===== src/rtl/ibex_fetch_align_fifo.sv =====
// Fetch FIFO with 16/32-bit instruction realignment across word boundaries.
// Define IBEX_FETCH_FIFO_BYPASS_EN to let an incoming word reach the outputs in the same cycle when empty.
module ibex_fetch_align_fifo #(
  parameter int unsigned DEPTH = 3
) (
  input  logic        clk_i,
  input  logic        rst_i,
  input  logic        clear_i,
  input  logic [31:0] clear_addr_i,
  input  logic        in_valid_i,
  input  logic [31:0] in_rdata_i,
  input  logic        in_err_i,
  output logic        out_valid_o,
  input  logic        out_ready_i,
  output logic [31:0] out_rdata_o,
  output logic [31:0] out_addr_o,
  output logic [31:0] out_addr_next_o,
  output logic        out_err_o,
  output logic        out_err_plus2_o,
  output logic        busy_o
);

  localparam int unsigned CW = $clog2(DEPTH + 1);

  logic [31:0]      data_q [DEPTH];
  logic [31:0]      data_d [DEPTH];
  logic [DEPTH-1:0] err_q, err_d;
  logic [CW-1:0]    count_q, count_d;
  logic [31:0]      pc_q, pc_d;

  logic        bypass;
  logic [31:0] head0;
  logic        head0_err;
  logic        has_one, has_two;
  logic        aligned, compressed;
  logic        pop, pop_free;
  logic        unused_clear_lsb;

  assign unused_clear_lsb = clear_addr_i[0];

`ifdef IBEX_FETCH_FIFO_BYPASS_EN
  assign bypass = in_valid_i && (count_q == '0);
`else
  assign bypass = 1'b0;
`endif

  // When bypassing, the incoming word stands in for an empty entry0.
  assign head0     = bypass ? in_rdata_i : data_q[0];
  assign head0_err = bypass ? in_err_i : err_q[0];
  assign has_one   = bypass || (count_q != '0);
  assign has_two   = !bypass && (count_q >= CW'(2));
  assign aligned   = ~pc_q[1];

  always_comb begin
    compressed      = 1'b0;
    out_rdata_o     = head0;
    out_valid_o     = has_one;
    out_err_o       = head0_err;
    out_err_plus2_o = 1'b0;
    if (aligned) begin
      compressed = (head0[1:0] != 2'b11);
    end else if (head0[17:16] != 2'b11) begin
      compressed  = 1'b1;
      out_rdata_o = {16'h0, head0[31:16]};
    end else begin
      out_rdata_o = {data_q[1][15:0], head0[31:16]};
      // A faulty first half completes the instruction without waiting for entry1.
      if (!head0_err) begin
        out_valid_o     = has_two;
        out_err_o       = err_q[1];
        out_err_plus2_o = err_q[1];
      end
    end
  end

  assign out_addr_o      = pc_q;
  assign out_addr_next_o = pc_q + (compressed ? 32'd2 : 32'd4);
  assign busy_o          = (count_q >= CW'(DEPTH - 1));

  assign pop      = out_valid_o & out_ready_i;
  assign pop_free = ~(aligned & compressed);

  always_comb begin
    data_d  = data_q;
    err_d   = err_q;
    count_d = count_q;
    pc_d    = pc_q;
    if (clear_i) begin
      count_d = '0;
      pc_d    = {clear_addr_i[31:1], 1'b0};
    end else begin
      if (pop) begin
        pc_d = out_addr_next_o;
      end
      if (pop && pop_free && !bypass) begin
        for (int i = 0; i < DEPTH - 1; i++) begin
          data_d[i] = data_q[i+1];
          err_d[i]  = err_q[i+1];
        end
        count_d = count_q - CW'(1);
      end
      // A bypassed word that was fully consumed is never stored.
      if (in_valid_i && !(bypass && pop && pop_free) && (count_d < CW'(DEPTH))) begin
        for (int i = 0; i < DEPTH; i++) begin
          if (count_d == CW'(i)) begin
            data_d[i] = in_rdata_i;
            err_d[i]  = in_err_i;
          end
        end
        count_d = count_d + CW'(1);
      end
    end
  end

  always_ff @(posedge clk_i or posedge rst_i) begin
    if (rst_i) begin
      for (int i = 0; i < DEPTH; i++) begin
        data_q[i] <= '0;
      end
      err_q   <= '0;
      count_q <= '0;
      pc_q    <= '0;
    end else begin
      data_q  <= data_d;
      err_q   <= err_d;
      count_q <= count_d;
      pc_q    <= pc_d;
    end
  end

  overflow_a: assert property (@(posedge clk_i) disable iff (rst_i)
    !(in_valid_i && !clear_i && (count_q == CW'(DEPTH)) && !(pop && pop_free)));

endmodule


===== config.mk =====
export PLATFORM = sky130hd
export DESIGN_NAME = ibex_fetch_align_fifo
export DESIGN_NICKNAME = d
export VERILOG_FILES = /design/src/rtl/ibex_fetch_align_fifo.sv
export SDC_FILE = /design/constraint.sdc
export NUM_CORES = 1
export LEC_CHECK = 0
export ABC_AREA = 1
export BUFFER_PORTS_ARGS = -buffer_cell sky130_fd_sc_hd__buf_4
export CAP_MARGIN = 25
export CORE_ASPECT_RATIO = 1.5
export CORE_UTILIZATION = 50
export DETAILED_ROUTE_END_ITERATION = 7
export PLACE_DENSITY = 0.79
export SYNTH_ARGS = -nofsm -noshare
export SYNTH_HDL_FRONTEND = slang
export SYNTH_SLANG_ARGS = --single-unit

===== constraint.sdc =====
create_clock -name clk_i -period 3.6 [get_ports clk_i]
set_input_delay 0.36 -clock clk_i [delete_from_list [all_inputs] [get_ports clk_i]]
set_output_delay 0.36 -clock clk_i [all_outputs]
set_load 0.01 [all_outputs]

-- Word-level counts from Yosys, hierarchy flattened
Cells that the tools add are included.
- add/subtract/negate cells: 3
- $lt $le $gt $ge: 2
- eq/ne operators: 4
- muxes and demuxes: 29
- bitwise logic cells: 5
- reductions and logical operators: 6
- operators with widths (operator ; number):
    32-bit 2-to-1 mux ; 7
    96-bit 2-to-1 mux ; 1
    64-bit 2-to-1 mux ; 1
    32-bit by 3-bit adder with 32-bit output ; 1
    1-bit 2-to-1 mux ; 13
    2-bit 2-to-1 mux ; 6
    2-bit inequality test, second input constant ; 2
    2-bit nonzero test ; 2
    3-bit 2-to-1 mux ; 1
    1-bit NOT ; 3
    3-bit AND reduction ; 1
    2-bit by 1-bit adder with 2-bit output, second input constant ; 1
    1-bit AND ; 2
    2-bit by 1-bit equality test with 1-bit output, second input constant ; 1
    2-bit equality test, second input constant ; 1
    2-bit >= comparator, second input constant ; 1
    1-bit logical AND ; 2
    2-bit zero test ; 1
    2-bit < comparator, second input constant ; 1
    2-bit by 1-bit subtractor with 2-bit output, second input constant ; 1
- bits in registers: 133
- output and inout bits: 100
- logic and storage cells: 56

-- Longest topological paths before layout
Gate-level depths: netlist of run 1.
- word-level depth: 12
- gate-level depth with buffers: 17
- gate-level depth less buffers: 15

-- Worst setup path before layout of run 1
OpenSTA, ideal clock, no wires.
- kind: register -> output
- start: reg pc_q[1], in the netlist out_addr_o[1]
- end: out out_addr_next_o[23]
- data arrival time: 2409 ps
- data required time: 3240 ps
- slack: 831 ps
- cell stages (with the launch flop): 16
- path through: dfrtp_1 -> inv_2 -> buf_2 -> o21ai_2 -> nand2_1 -> ha_1 -> inv_1 -> fa_1 -> nor2_2 -> nand2_2 -> nor2_2 -> nand2_2 -> inv_1 -> nand3_1 -> nand2_1 -> and2_1
- cells in the longest elaborated chain, start to end: 3
- ends and longest elaborated chain (what ; RTL line ; RTL):
    start, declared ; 29 ; logic [31:0] pc_q, pc_d;
    start signal, assigned ; 127 ; pc_q <= pc_d;
    1-bit 2-to-1 mux ; 60 ; if (aligned) begin
    3-bit 2-to-1 mux ; 77 ; assign out_addr_next_o = pc_q + (compressed ? 32'd2 : 32'd4);
    32-bit by 3-bit adder with 32-bit output (*) ; 77 ;
    end, declared ; 17 ; output logic [31:0] out_addr_next_o,
Every way passes the cells marked *; elsewhere a longest branch is shown, timed or not.

-- Worst setup path after layout of run 1
Same ends and word-level chain as after synthesis.

==> results of run 1 <==
-- sequential cells by signal, summed over array words and instances, names as in the netlist --
signal      flops
head0          32
data_q         64
out_addr_o     31
err_q           3
count_q         2
-- power by group --
group / switching, mW / internal [mW] / leakage [nW]
sequential: 0.570 / 2.08 / 1.65
clock: 0.691 / 1.12 / 0.283
combinational: 2.28 / 1.53 / 3.55
-- through the flow --
| stage | cell area (µm²) | std cells | utilization | power, mW |
|---|---|---|---|---|
| floorplan | 8150 | 1237 | - | 4.94 |
| global placement | 9500 | 1557 | 0.603 | 6.32 |
| detailed placement | 9500 | 1557 | 0.603 | 6.42 |
| CTS | 10100 | 1588 | 0.641 | 8.27 |
| global route | 10100 | 1588 | 0.642 | 8.87 |
| finish | 10100 | 1588 | 0.642 | 8.27 |
-- routing by layer --
| layer | up-vias | routed length [µm] | global-route usage | share of wire |
|---|---|---|---|---|
| li1 | 4140 | - | - | - |
| met1 | 3959 | 9640 | 0.363 | 0.39 |
| met2 | 386 | 12100 | 0.508 | 0.49 |
| met3 | 73 | 1670 | 0.0372 | 0.068 |
| met4 | 0 | 1270 | 0.176 | 0.051 |
| met5 | - | 0 | 0 | 0 |
-- worst min path at each step --
| stage | end | slack, ps |
|---|---|---|
| after floorplan | data_q[0] | 450 |
| after global placement | data_q[16] | 470 |
| after detailed placement | data_q[7] | 470 |
| after CTS | out_addr_o[4] | 70 |
| after global routing | out_addr_o[10] | 100 |
| final | out_addr_o[7] | 50 |
-- layout make-up --
class / instances / area [µm²]
fill: 1437 / 5640
multi-input combinational: 937 / 4160
sequential: 132 / 3300
timing repair buffer: 186 / 1420
clock buffer: 19 / 453
inverter: 99 / 375
tap: 203 / 254
clock inverter: 12 / 155
-- worst reg2reg max path: stages, from the launching register on --
cell	delay (ps)
dfrtp_1	360
inv_1	90
ha_1	200
nor2_1	150
nand3_1	170
nand3_2	170
nor2_4	60
nand2_1	50
nand2_1	90
ha_1	210
nor2_1	340
nand2_1	140
inv_1	410
buf_12	250
a21oi_1	100
nand2_1	110
nand2_1	50
-- cells by family (layout without fill, tap and decap cells) --
| logic type | Yosys count | after routing | synth area share |
|---|---|---|---|
| AOI/OAI and AO/OA | 133 | 133 | 0.0852 |
| xor gates and xnor gates | 17 | 17 | 0.0183 |
| adders and majority gates | 9 | 9 | 0.0148 |
| buffers and inverters | 168 | 316 | 0.0856 |
| DFF | 132 | 132 | 0.406 |
| other | 1 | 2 | 0.000461 |
| and+or+nand+nor | 776 | 776 | 0.390 |
-- placed cells by master, fill, tap and decap left out, types with 7 or more instances in the layout --
cell type	instances
nand2_1	585
buf_4	184
dfrtp_1	132
nand3_1	117
inv_1	95
a21oi_1	67
o21ai_0	56
nor2_1	38
clkbuf_16	17
xor2_1	14
ha_1	8
o211ai_1	7
==> results.cfg, run 1 <==
[die]
die-area_um2 = 16800
io_pins = 170
fp.dieW_um = 106
core_area_um2 = 15800
rows = 56
start_util = 0.516
die_h_um = 158

[synthesis]
seq_area_frac_synth = 0.406
yosysTopAreaCell = dfrtp_1
synth_edf_count = 0
synth_area_leaders = dfrtp_1 (41%), nand2_1 (27%), nand3_1 (7.3%)
synth_cell_types = 32
synth-seq-cells = 132
syn_area_per_cell_um2 = 6.58
synth_area_um2 = 8140
ys_top_cells_by_count = nand2_1 (586), dfrtp_1 (132), nand3_1 (118)
yosysWarningCount = 0
ys.flop_type = dfrtp_1
netlist_instances = 1236
synthArstFlopShare = 1.00
yosysMostFrequentCell = nand2_1
synth_top_area_share = 0.406

[clock_network]
cts_resized = 0
clk_pin_slew_ps = 60
cts_made_buffers = 17
cts_tree = done
cts_setup_buffers = 0
cts_sinks = 132
clock_tree.buffer_depth = 2
cts_root_buf = clkbuf_16
postCtsHoldBufs = 0
clk_latency_ps = 420
h-tree-depth = 4

[critical_path]
worst_ep_required_time_ps = 3240
crit_path_end_kind = primary output
critPathKind = flop to primary output
crit_cells = 15
cp-start-kind = flop
ff2ff_setup_slack_ps = 540
cpMaxStageDelayCell = fa_1
crit_family = simple AND/OR/NAND/NOR gates
cp_max_fo = 6
critPathArrivalTime_ps = 3030
rr_worst_depth = 16
path_cells = inv_2 -> o21ai_2 -> nand2_2 -> ha_1 -> inv_1 -> fa_1 -> nor2_4 -> nand2_2 -> nor2_4 -> nand2_2 -> inv_1 -> nand3_1 -> nand2_1 -> and2_1 -> buf_4
r2r-start = count_q[0]
cp_common_cell = nand2_2
critPathBufInv = 4
crit_start = out_addr_o[1]
endpoint = out_addr_next_o[23]
critPathMaxStageDelay_ps = 440
regToRegEndpoint = data_q[53]

[timing]
tns_ps = 0
hold_violations = 0
setup_slack_ps = 214
period_needed_ps = 3390
finalSetupViolCount = 0
finalClockSkew_ps = 9.53
worst_slew_pin_slew_ps = 778
finalMaxSlewViolations = 0
fmax_ghz = 0.295
finalCritPeriodShare = 0.940
rsz0062_at_grt = false
fin_hold_ws_ps = 53.6
relSlewSlack = 0.481

[finish]
drive_above_1_share = 0.173
final_nets = 1452
antenna_cells = 0
syn2layout_area_growth_pct = 24.4

[power]
power_per_cell_area_nw_per_um2 = 817
ir_drop_v = 0.000470
leakage_nw = 5.48

[flow_run]
maxCapViolCount = 0

[drt]
first_iter_violations = 821
wl_per_cell_um = 15.5
num_vias = 8558
routed_via_density = 5.39
drtPass1Iterations = 5
drc = 0
wl_um = 24600
detail-route-antenna-nets = 0

[worst_hold_path]
hp-class = input pin to async pin

[global_route]
antenna_found_initial = 0
grt_pass1_wl_um = 39200
grt_start_max_net_pins = 79
grt_pass1_vias = 7877
track_usage = 0.299
gr-total-overflow = 0

[outcome]
outcome = finished clean

[place]
dp_hpwl_um = 16400
portBuffers = 166
place_ws_ps = 532
gp_congestion = 0.990
Note: power is estimated with default switching activity, not from simulation.
==> run 2, diff against run 1 <==
==> constraint.sdc (replaced) <==
create_clock -name clk_i -period 3.6 [get_ports clk_i]
set_input_delay 0.36 -clock clk_i [delete_from_list [all_inputs] [get_ports clk_i]]
set_output_delay 0.36 -clock clk_i [all_outputs]
set_load 0.05 [all_outputs]
==> results.cfg, run 2 (same netlist as run 1, synthesis figures left out) <==
[timing]
worst_slew_pin_slew_ps = 869
hold_violations = 0
tns_ps = 0
fmax_ghz = 0.301
fin_hold_ws_ps = 102
rsz0062_at_grt = false
finalCritPeriodShare = 0.924
period_needed_ps = 3330
finalClockSkew_ps = 11.0
finalMaxSlewViolations = 0
finalSetupViolCount = 0
relSlewSlack = 0.419
setup_slack_ps = 274

[power]
p_clk_frac = 0.182
ir_drop_v = 0.000837
power_mw = 9.64
power_per_cell_area_nw_per_um2 = 953
leakage_nw = 5.48
intPower_mw = 4.76
swShare = 0.507
p_seq_frac = 0.275
switchingPower_mw = 4.88
pwr-share-comb = 0.544

[critical_path]
cp_max_fo = 6
crit_path_end_kind = primary output
cpMaxStageDelayCell = dfrtp_1
cp-start-kind = flop
critPathBufInv = 4
critPathKind = flop to primary output
critPathArrivalTime_ps = 2970
path_cells = inv_2 -> o21ai_2 -> nand2_2 -> ha_1 -> inv_1 -> fa_2 -> nor2_4 -> nand2_2 -> nor2_4 -> nand2_2 -> inv_1 -> nand3_1 -> nand2_1 -> and2_1 -> buf_4
crit_family = simple AND/OR/NAND/NOR gates
critPathMaxStageDelay_ps = 440
cp_common_cell = nand2_2
worst_ep_required_time_ps = 3240

[global_route]
track_usage = 0.303
antenna_found_initial = 0
gr-total-overflow = 0
grt_pass1_vias = 8025
grt_pass1_wl_um = 39700
grt_start_max_net_pins = 80

[finish]
n_fill_cell = 1448
multi_input_area_um2 = 4170
final_common_cell = nand2_1
stdcell_area_um2 = 10100
seq_area_um2 = 3300
fin_cells = 1588
syn2layout_area_growth_pct = 24.2
top_register = data_q
largest_reg_flops = 64
antenna_cells = 0
final_cell_mix = nand2_1 (585), buf_4 (182), dfrtp_1 (132)
drive_above_1_share = 0.172
final_nets = 1451
final_util = 0.641

[clock_network]
h-tree-depth = 4
cts_root_buf = clkbuf_16
cts_setup_buffers = 0
clock_tree.buffer_depth = 2
cts_made_buffers = 17
clk_latency_ps = 430
postCtsHoldBufs = 0
clk_pin_slew_ps = 60
cts_sinks = 132
cts_tree = done

[die]
io_pins = 170
core_area_um2 = 15800
fp.dieW_um = 106
start_util = 0.516
rows = 56
die-area_um2 = 16800
die_h_um = 158

[drt]
met3_length_um = 1730
num_vias = 8462
drtPass1Iterations = 5
detail-route-antenna-nets = 0
first_iter_violations = 735
drc = 0
wl_um = 24600
wl_met2_um = 12300
wl_per_cell_um = 15.5
wl_met1_um = 9480
highest_layer = met4
routed_via_density = 5.33

[outcome]
outcome = finished clean

[place]
placed_cell_area_um2 = 9510
dp.cells = 1556
portBuffers = 166
gp_congestion = 0.960
place_ws_ps = 448
dp_hpwl_um = 16400

[flow_run]
maxCapViolCount = 0

[worst_hold_path]
hp-class = input pin to async pin
[run 2: cell count changes in the layout (fill, tap and decap cells not counted), sizes merged]
cell      change
clkinv        +3
buf           -1
inv           -1
clkbuf        +3
clkinvlp      -4
[run 2: layout make-up]
cell class,count,area share
sequential,132,0.327
timing repair buffer,185,0.141
clock buffer,22,0.0449
clock inverter,10,0.0130
multi-input combinational,937,0.412
inverter,99,0.0371
tap,203,0.0251
[run 2: what timing repair did]
item | CTS | global route
resized for setup | 1 | 4
pin swaps | 0 | 1
endpoints found under the setup margin | 2 | 5
[run 2: path summary, 6_finish.rpt]
check	from	end	slack [ps]	cells after the start
hold reg to reg	data_q[21]	data_q[21]	480	2
min in group clk_i	clear_addr_i[10]	out_addr_o[10]	150	3
setup / recovery	out_addr_o[1]	out_addr_next_o[23]	270	15
setup reg to reg	count_q[0]	data_q[62]	530	16
max in group asynchronous	rst_i	head0[13]	2580	3
hold / removal	rst_i	out_addr_o[4]	100	2
[run 2: power by group through the flow]
stage / Combinational (mW) / Sequential [mW] / Clock, mW
global placement: 5.11 / 2.63 / 0
global route: 5.69 / 2.73 / 1.83
detailed placement: 5.21 / 2.65 / 0
finish: 5.24 / 2.65 / 1.75
floorplan: 3.54 / 2.78 / 0
CTS: 5.24 / 2.64 / 1.77
[run 2: metal layers]
| metal | vias to the layer above | global-route usage |
|---|---|---|
| li1 | 4130 | - |
| met1 | 3889 | 0.358 |
| met2 | 369 | 0.520 |
| met3 | 74 | 0.0512 |
| met4 | 0 | 0.169 |
| met5 | - | 0 |
==> run 3, diff against run 2 <==
- CORE_UTILIZATION: 50 -> 47
- PLACE_DENSITY: 0.79 -> 0.75
==> results.cfg, run 3 (same netlist as run 1, synthesis figures left out) <==
[finish]
final_nets = 1450
largest_reg_flops = 64
stdcell_area_um2 = 10100
syn2layout_area_growth_pct = 24.2
final_cell_mix = nand2_1 (585), buf_4 (182), dfrtp_1 (131)
antenna_cells = 0
final_common_cell = nand2_1
drive_above_1_share = 0.173
top_register = data_q

[global_route]
antenna_found_initial = 0
track_usage = 0.291
grt_start_max_net_pins = 77
gr-total-overflow = 0
grt_pass1_vias = 8023
grt_pass1_wl_um = 39800

[drt]
wl_met1_um = 9610
wl_um = 25000
drc = 0
first_iter_violations = 659
wl_per_cell_um = 15.7
drtPass1Iterations = 7
met3_length_um = 1840
detail-route-antenna-nets = 0
highest_layer = met4
num_vias = 8409
routed_via_density = 5.28
wl_met2_um = 12400

[die]
die-area_um2 = 17900
io_pins = 170
fp.dieW_um = 109
die_h_um = 163
start_util = 0.483
core_area_um2 = 16800
rows = 58

[clock_network]
cts_sinks = 132
clk_latency_ps = 420
cts_tree = done
h-tree-depth = 4
cts_root_buf = clkbuf_16
clock_tree.buffer_depth = 2
clk_pin_slew_ps = 60
cts_made_buffers = 17

[timing]
period_needed_ps = 3370
finalMaxSlewViolations = 0
fmax_ghz = 0.297
finalCritPeriodShare = 0.935
finalSetupViolCount = 0
worst_slew_pin_slew_ps = 774
relSlewSlack = 0.484
setup_slack_ps = 233
finalClockSkew_ps = 7.72
hold_violations = 0
rsz0062_at_grt = false
tns_ps = 0

[place]
placed_cell_area_um2 = 9500
portBuffers = 166
place_ws_ps = 520
dp_hpwl_um = 16900
gp_congestion = 0.922

[critical_path]
critPathKind = flop to primary output
cp_max_fo = 6
critPathArrivalTime_ps = 3010
worst_ep_required_time_ps = 3240
crit_path_end_kind = primary output
cp-start-kind = flop

[outcome]
outcome = finished clean

[worst_hold_path]
hp-class = input pin to async pin

[flow_run]
maxCapViolCount = 0

[power]
power_mw = 9.66
ir_drop_v = 0.000658
leakage_nw = 5.48
power_per_cell_area_nw_per_um2 = 956
-- run 3: worst paths after layout --
path                                  start                  end  slack, ps  cells past startpoint
max                           out_addr_o[1]  out_addr_next_o[15]        230                     11
min                                   rst_i        out_addr_o[9]         50                      2
max reg2reg                      count_q[0]            head0[16]        510                     16
min reg2reg                      data_q[25]           data_q[25]        480                      2
max in group asynchronous             rst_i           data_q[54]       2710                      3
min in group clk_i         clear_addr_i[31]       out_addr_o[31]        160                      3
-- run 3: layout make-up --
class | count | area (µm²)
Clock buffer | 18 | 439
Clock inverter | 13 | 158
Fill cell | 1659 | 6730
Inverter | 99 | 375
Multi-Input combinational cell | 937 | 4160
Sequential cell | 132 | 3300
Tap cell | 210 | 263
Timing Repair Buffer | 184 | 1410
-- run 3: stage by stage --
stage	hold slack, ps	util	std cells
CTS	53.7	0.600	1593
detailed placement	474	0.564	1562
finish	48.6	0.600	1593
global placement	467	0.564	1562
global route	91.1	0.600	1593
floorplan	453	-	1237
-- run 3: routing by layer --
| layer | up-vias | GRT usage |
|---|---|---|
| met3 | 68 | 0.0587 |
| met4 | 0 | 0.155 |
| met1 | 3865 | 0.331 |
| li1 | 4121 | - |
| met5 | - | 0 |
| met2 | 355 | 0.504 |
-- run 3: power breakdown --
part,total (mW),internal (mW),switching [mW],leakage (nW)
combinational,5.22,1.54,3.67,3.54
sequential,2.66,2.08,0.582,1.65
clock,1.78,1.10,0.681,0.296
-- run 3: worst max-delay path, cell delays in order, from the launching register on --
cell	delay, ps
dfrtp_2	450
inv_2	90
o21ai_2	100
nand2_2	110
ha_1	180
inv_1	60
fa_1	440
nor2_4	180
nand2_1	120
nor2_1	390
xor2_1	230
buf_4	230
-- run 3: repair_timing --
item / 4_1_cts / 5_1_grt
endpoints found under the setup margin: 0 / 4
resized for setup: 0 / 4
setup buffers: 0 / 0
hold buffers: 0 / 0
